$ cat src/rtl/core_mem_pkg.sv
// core_mem_pkg: shared types and constants for the core memory arbiter
package core_mem_pkg;

    typedef enum logic {OWN_INSTR, OWN_LSU} owner_e;

    typedef struct packed {
        logic   valid;
        owner_e owner;
        logic   err;
        logic   we;
    } resp_t;

    localparam logic [3:0] BE_ALL = 4'hF;

endpackage

$ cat src/rtl/core_mem_resp_pipe.sv
// core_mem_resp_pipe: fixed-latency response pipeline routing data back to the owning requester
module core_mem_resp_pipe
    import core_mem_pkg::*;
#(
    parameter int MEM_LATENCY = 1
) (
    input  logic        clk,
    input  logic        rst,
    input  resp_t       entry_i,
    input  logic [31:0] mem_rdata_i,
    output logic        instr_rvalid_o,
    output logic [31:0] instr_rdata_o,
    output logic        instr_err_o,
    output logic        lsu_rvalid_o,
    output logic [31:0] lsu_rdata_o,
    output logic        lsu_err_o
);

    resp_t [MEM_LATENCY-1:0] stage;
    resp_t                   head;
    logic  [31:0]            rdata;

    // shift grant records so each one surfaces exactly MEM_LATENCY cycles later
    always_ff @(posedge clk) begin
        if (rst) begin
            stage <= '0;
        end else begin
            stage[0] <= entry_i;
            for (int i = 1; i < MEM_LATENCY; i++) stage[i] <= stage[i-1];
        end
    end

    // in-flight responses are dropped while reset is held; data only for read hits
    always_comb begin
        head           = stage[MEM_LATENCY-1];
        head.valid     = head.valid && !rst;
        rdata          = (head.valid && !head.err && !head.we) ? mem_rdata_i : '0;
        instr_rvalid_o = head.valid && head.owner == OWN_INSTR;
        lsu_rvalid_o   = head.valid && head.owner == OWN_LSU;
        instr_rdata_o  = instr_rvalid_o ? rdata : '0;
        lsu_rdata_o    = lsu_rvalid_o ? rdata : '0;
        instr_err_o    = instr_rvalid_o && head.err;
        lsu_err_o      = lsu_rvalid_o && head.err;
    end

endmodule

$ cat src/rtl/core_mem_arbiter.sv
// core_mem_arbiter: shares one single-port SRAM between the fetch and LSU ports
module core_mem_arbiter
    import core_mem_pkg::*;
#(
    parameter int          MEM_ADDR_WIDTH = 13,
    parameter logic [31:0] BASE_ADDR      = 32'h1000_0000,
    parameter int          MEM_LATENCY    = 1,
    parameter bit          LSU_PRIO       = 1'b0
) (
    input  logic                      clk,
    input  logic                      rst,
    input  logic                      instr_req_i,
    output logic                      instr_gnt_o,
    input  logic [31:0]               instr_addr_i,
    output logic                      instr_rvalid_o,
    output logic [31:0]               instr_rdata_o,
    output logic                      instr_err_o,
    input  logic                      lsu_req_i,
    output logic                      lsu_gnt_o,
    input  logic                      lsu_we_i,
    input  logic [3:0]                lsu_be_i,
    input  logic [31:0]               lsu_addr_i,
    input  logic [31:0]               lsu_wdata_i,
    output logic                      lsu_rvalid_o,
    output logic [31:0]               lsu_rdata_o,
    output logic                      lsu_err_o,
    output logic                      mem_req_o,
    output logic [MEM_ADDR_WIDTH-1:0] mem_addr_o,
    output logic                      mem_we_o,
    output logic [3:0]                mem_be_o,
    output logic [31:0]               mem_wdata_o,
    input  logic [31:0]               mem_rdata_i
);

    owner_e      rr_last;
    logic        lsu_win;
    logic        gnt;
    logic        hit;
    logic [31:0] addr;
    resp_t       entry;
    logic        unused_addr_lsb;

    assign unused_addr_lsb = ^addr[1:0];

    // arbitrate, window-check the winner and drive the SRAM; misses never reach memory
    always_comb begin
        lsu_win     = lsu_req_i && (!instr_req_i || LSU_PRIO || rr_last == OWN_INSTR);
        instr_gnt_o = !rst && instr_req_i && !lsu_win;
        lsu_gnt_o   = !rst && lsu_win;
        gnt         = instr_gnt_o || lsu_gnt_o;
        addr        = lsu_gnt_o ? lsu_addr_i : instr_addr_i;
        hit         = addr[31:MEM_ADDR_WIDTH+2] == BASE_ADDR[31:MEM_ADDR_WIDTH+2];
        mem_req_o   = gnt && hit;
        mem_addr_o  = mem_req_o ? addr[MEM_ADDR_WIDTH+1:2] : '0;
        mem_we_o    = mem_req_o && lsu_gnt_o && lsu_we_i;
        mem_be_o    = !mem_req_o ? '0 : lsu_gnt_o ? lsu_be_i : BE_ALL;
        mem_wdata_o = (mem_req_o && lsu_gnt_o) ? lsu_wdata_i : '0;
        entry       = '{valid: gnt, owner: lsu_gnt_o ? OWN_LSU : OWN_INSTR,
                        err: gnt && !hit, we: lsu_gnt_o && lsu_we_i};
    end

    // remember the last winner so the next tie goes to the other port
    always_ff @(posedge clk) begin
        if (rst) rr_last <= OWN_LSU;
        else if (gnt) rr_last <= lsu_gnt_o ? OWN_LSU : OWN_INSTR;
    end

    core_mem_resp_pipe #(.MEM_LATENCY(MEM_LATENCY)) u_resp (
        .clk           (clk),
        .rst           (rst),
        .entry_i       (entry),
        .mem_rdata_i   (mem_rdata_i),
        .instr_rvalid_o(instr_rvalid_o),
        .instr_rdata_o (instr_rdata_o),
        .instr_err_o   (instr_err_o),
        .lsu_rvalid_o  (lsu_rvalid_o),
        .lsu_rdata_o   (lsu_rdata_o),
        .lsu_err_o     (lsu_err_o)
    );

endmodule

$ cat config.mk
export PLATFORM = sky130hd
export DESIGN_NAME = core_mem_arbiter
export DESIGN_NICKNAME = d
export VERILOG_FILES = /design/src/rtl/core_mem_pkg.sv /design/src/rtl/core_mem_resp_pipe.sv /design/src/rtl/core_mem_arbiter.sv
export SDC_FILE = /design/constraint.sdc
export NUM_CORES = 1
export LEC_CHECK = 0
export ABC_CLOCK_PERIOD_IN_PS = 1220
export BUFFER_PORTS_ARGS = -buffer_cell sky130_fd_sc_hd__buf_2
export CAP_MARGIN = 10
export CORE_AREA = 2 2 101 103
export CTS_CLUSTER_DIAMETER = 80
export DETAILED_ROUTE_END_ITERATION = 6
export DIE_AREA = 0 0 103 105
export SETUP_SLACK_MARGIN = 0.2
export SLEW_MARGIN = 10
export SYNTH_ARGS = -nofsm -noshare
export SYNTH_HDL_FRONTEND = slang
export SYNTH_SLANG_ARGS = --single-unit
$ cat constraint.sdc
create_clock -name clk -period 1.22 [get_ports clk]
set_input_delay 0 -clock clk [delete_from_list [all_inputs] [get_ports clk]]
set_output_delay 0 -clock clk [all_outputs]
set_load 0.005 [all_outputs]
## Word level (Yosys, flattened, before mapping)

Index checks and enable logic that the tools add are counted.

| storage, ports and cells | value |
|---|---|
| flip-flop bits (word level) | 5 |
| bits of input ports | 137 |
| output and inout bits | 121 |
| word-level logic and storage cells | 41 |

| operators by class | value |
|---|---|
| equality and inequality tests | 1 |
| multiplexer cells | 9 |
| bitwise gates (word level) | 2 |
| reduce and logical (&&, ||, !) cells | 24 |

Operator list:

| operator | count |
|---|---|
| $mux W32 | 5 |
| $eq A17 B14 Y1 const B | 1 |
| $logic_and A1 B1 Y1 | 16 |
| $mux W13 | 1 |
| $mux W4 | 2 |
| $logic_not A1 Y1 | 6 |
| $logic_or A1 B1 Y1 | 2 |
| $not A1 Y1 | 2 |
| $mux W1 | 1 |

## Logic depth before layout (Yosys ltp)

| depth | value |
|---|---|
| word-level depth | 9 |
| gate-level depth with buffers | 6 |
| depth with buffers taken out | 4 |

## By module

A second synthesis with hierarchy kept.

| unflattened totals | value |
|---|---|
| cells, all modules | 198 |
| area, all modules | 1,536.5 µm² |

Modules (own cells, without submodules):

| module | instances | cells each | area each (µm²) | sequential area each (µm²) |
|---|---|---|---|---|
| core_mem_resp_pipe | 1 | 92 | 870.8 | 80.1 |
| core_mem_arbiter | 1 | 106 | 665.6 | 20.0 |

## Least setup slack after synthesis

OpenSTA, ideal clock, no wires.

| path | value |
|---|---|
| kind | register -> output |
| from | register rr_last |
| to | output port mem_addr_o[10] |
| data arrival time | 1.293 ns |
| required time | 1.220 ns |
| path slack | -0.073 ns |
| stages on the path, launching flop included | 6 |
| path buffers | 1 |
| cell sequence | dfxtp_1 > nand2_1 > a2111oi_4 > a22oi_4 > buf_4 > nor2_1 |

| on the way | value |
|---|---|
| word-level cells in the longest chain between the ends | 8 |
| elaborated cells between the ends (all ways) | 11 |
| classes of those cells | eq/ne (1); mux (2); bitwise (1); reduce/logical (7) |

RTL lines:

| what | line | text |
|---|---|---|
| start, declared | core_mem_arbiter.sv:35 | `owner_e rr_last;` |
| start signal, assigned | core_mem_arbiter.sv:65 | `else if (gnt) rr_last <= lsu_gnt_o ? OWN_LSU : OWN_INSTR;` |
| $not A1 Y1 * | core_mem_arbiter.sv:47 | `lsu_win = lsu_req_i && (!instr_req_i \|\| LSU_PRIO \|\| rr_last == OWN_INSTR);` |
| $logic_or A1 B1 Y1 * | core_mem_arbiter.sv:47 |  |
| $logic_and A1 B1 Y1 * | core_mem_arbiter.sv:47 |  |
| $logic_and A1 B1 Y1 / $logic_not A1 Y1 (equally long branches) | core_mem_arbiter.sv:49, core_mem_arbiter.sv:48 |  |
| $mux W32 / $logic_and A1 B1 Y1 (equally long branches) | core_mem_arbiter.sv:51, core_mem_arbiter.sv:48 |  |
| $eq A17 B14 Y1 / $logic_or A1 B1 Y1 (equally long branches) | core_mem_arbiter.sv:52, core_mem_arbiter.sv:50 |  |
| $logic_and A1 B1 Y1 | core_mem_arbiter.sv:53 | `mem_req_o = gnt && hit;` |
| $mux W13 * | core_mem_arbiter.sv:54 | `mem_addr_o = mem_req_o ? addr[MEM_ADDR_WIDTH+1:2] : '0;` |
| end, declared | core_mem_arbiter.sv:28 | `output logic [MEM_ADDR_WIDTH-1:0] mem_addr_o,` |

Mark *: on every way between the ends. The rest lies on a longest branch, timed or not.

## Worst setup path after layout

| path | value |
|---|---|
| from | register u_resp.stage, in the netlist u_resp.head[2] |
| to | output port instr_rdata_o[18] |

| on the way | value |
|---|---|
| word-level cells in the longest chain between the ends | 3 |

RTL lines:

| what | line | text |
|---|---|---|
| start, declared | core_mem_resp_pipe.sv:19 | `resp_t [MEM_LATENCY-1:0] stage;` |
| $not A1 Y1 | core_mem_resp_pipe.sv:38 | `instr_rvalid_o = head.valid && head.owner == OWN_INSTR;` |
| $logic_and A1 B1 Y1 | core_mem_resp_pipe.sv:38 |  |
| $mux W32 | core_mem_resp_pipe.sv:40 | `instr_rdata_o = instr_rvalid_o ? rdata : '0;` |
| end, declared | core_mem_arbiter.sv:16 | `output logic [31:0] instr_rdata_o,` |

No other way between the ends.

==> results by group <==
Yosys
  • Syn_area_per_cell: approximately 6.6 µm²
  • Top cells by area, synth: and2_1, and3_1, dfxtp_1
  • Synthesized flop and latch total: 5
  • Yosys warnings: 0
  • Synth area leader: and2_1
  • Seq/Total Area, Yosys: 0.0814
  • Netlist area before placement: 0.00123 mm²
  • Yosys cell types: 23
  • Cells after Synth: 187
  • Post-synthesis net count: 324
  • Post-synth top area share: 0.346

Power and ir drop
  • Worst vdd ir: about 0.29 mV
  • PwrDens: around 280 mW/mm²
  • Lkg Pwr: 2.17 nW

Drt
  • Router iterations before antenna repair: 6
  • Average vias per placed instance: approximately 4.2
  • Final ANT Viol Nets: 0
  • Wirelength per Cell: 15.6 µm
  • DRT iter0 DRCs: 42
  • Number of remaining DRC errors: 0
  • WL final: 9260 µm
  • Via count: approximately 2,500

Die
  • Die X: approximately 100 µm
  • Cell Rows: 36
  • Starting Density: 0.128
  • # IOs: roughly 260
  • Core region area: 0.00964 mm²
  • Die area: 0.0108 mm²
  • Die height: 105 µm

Final layout
  • Final #Nets: 600
  • Layout Utilization: 0.436
  • Fin cells: 595
  • Layout cells sized above 1: 0.892
  • Antenna Cells: 0
  • FILL cells: 932
  • Syn-to-layout area delta: 242%

Setup path
  • WP data required: 1.22 ns
  • Critical path's slowest cell: dfxtp_2
  • CP Max Fanout: 8
  • CP endpoint kind: primary output
  • Largest stage delay, worst path: 0.32 ns
  • Worst path bufs/invs: 3
  • Delay-heaviest family, CP: simple AND/OR/NAND/NOR gates
  • Critical path class: flip-flop to primary output
  • Cell Chain, Critical Path: nor3b_4 > nor3b_4 > buf_6 > clkbuf_16 > and2_4 > buf_6
  • CP Launch Type: flip-flop
  • Data arrival, critical path: 1.51 ns

Timing
  • Slew Viols, Final: 0
  • Final period util: 1.23
  • Final Hold Viols: 0
  • Min cycle time layout: 1.51 ns
  • Skew final: 0.00259 ns
  • Worst slew margin: 0.786
  • Post-layout worst setup margin: -0.285 ns
  • Finish-stage setup viols: roughly 120
  • Worst Max-Slew Pin Slew: ~0.32 ns
  • RSZ-0062 raised after global routing: true
  • Max Freq: 664 MHz

Global routing
  • Vias in the first global route: 2,189
  • All-Layer GR Usage: 0.128
  • Largest net degree at the start of global routing: 33
  • Grt total ovfl: 0
  • Initial antenna violation count: 0
  • Global-route wire length before repair: between 10,000 and 15,000 µm

Clock network
  • Clk sinks: 5
  • Clk buf depth: 2
  • Later-pin clock latency in the skew report: ~0.22 ns
  • TritonCTS clock tree: yes
  • CTS Buf Count: 3
  • Reg clk slew, reported paths: 0.04 ns
  • Hold buffers post-CTS: 0
  • Clock Tree Root: clkbuf_8
  • H-tree depth: 1

Placement
  • IO buf count: roughly 250
  • DP HPWL: about 6600 µm
  • DP Cell Count: 567
  • Routability cong.: roughly 0.76

Worst hold path
  • Hold WC Path Type: input pin to flip-flop

Status
  • Status: finished, violations left
  • Failing checks: negative setup slack

Job
  • Max_cap viols: 0
==> through the flow <==
stage	setup slack, ns	instance area [µm²]	total power [mW]	TNS (ns)	hold slack [ns]
5_1_grt	-0.373	4200	1.26	-32.81	0.129
2_1_floorplan	0.0528	1320	0.343	0	0.0305
3_5_place_dp	-0.111	2790	0.655	-2.17	0.280
6_report	-0.285	4200	1.18	-26.14	0.113
3_3_place_gp	-0.0689	2790	0.644	-1.10	0.276
4_1_cts	-0.292	3270	1.01	-22.65	0.118
==> kinds of logic after synthesis <==
group / after synthesis / synth area share
compound gates: 20 / 0.142
buf+inv: 20 / 0.0692
flops: 5 / 0.0814
simple gates: 142 / 0.707
==> registers in the layout, indices dropped and copies added, names as in the netlist <==
signal and cells:
rr_last 1, u_resp.head 3, u_resp.stage 1
==> final timing paths <==
| check | to | from | cells past startpoint | slack [ns] |
|---|---|---|---|---|
| worst max-delay path | instr_rdata_o[18] | u_resp.head[2] | 6 | -0.29 |
| worst min-delay path | u_resp.head[0] | lsu_we_i | 2 | 0.11 |
| worst max register to register | u_resp.head[1] | rr_last | 5 | -0.08 |
| worst min register to register | rr_last | rr_last | 2 | 0.60 |
==> synthesized netlist by cell type (all sizes together) <==
library cell and number:
nor4b 2, a211o 1, and3 35, nor4 4
inv 2, and4 2, nor2 21, clkbuf 12
nor2b 3, a2111oi 1, nor3 2, nor3b 3
buf 6, dfxtp 5, a21oi 4, a22oi 14
and3b 1, and2 68, nand2 1
==> placed cells by master (no fill, tap or decap), drive strengths merged <==
master,count
buf,284
and2,68
and3,35
nor2,21
a22oi,14
clkbuf,9
dfxtp,5
nor4,4
a21oi,4
nor3b,3
nor2b,3
inv,2
nor4b,2
and4,2
nor3,2
nand2,1
and3b,1
a2111oi,1
a211o,1
==> cell type report <==
type / count / area (µm²) / share of cell area
Inverter: 2 / 7.51 / 0.00179
Sequential cell: 5 / 104 / 0.0247
Multi-Input combinational cell: 162 / 1450 / 0.345
Tap cell: 133 / 166 / 0.0396
Timing Repair Buffer: 289 / 2430 / 0.578
Clock buffer: 4 / 45.0 / 0.0107
==> timing repair <==
| action | 4_1_cts | 5_1_grt |
|---|---|---|
| pin swaps | 16 | 81 |
| endpoints found under the setup margin | 121 | 122 |
| gates cloned | 4 | 8 |
| gates resized for setup | 57 | 157 |
| setup buffers | 5 | 7 |
==> per-layer routing <==
metal,GRT usage,up-vias,part of all wire
met5,0,-,0
met4,0.0150,0,0.0059
met3,0.0254,6,0.087
met2,0.264,154,0.58
met1,0.129,1141,0.33
li1,-,1189,-
==> worst register-to-register path, cell delays in order, from the launching register on <==
cell and delay [ns]:
dfxtp_2 0.34, nand2_4 0.07, a2111oi_4 0.35, a22oi_4 0.13, buf_12 0.17, nor2b_4 0.13
==> where the power goes <==
group          switching, mW  internal, mW
logic                  0.259         0.420
registers             0.0140         0.178
clock network         0.0854         0.225
No activity file was read; power rests on OpenSTA's default activity.
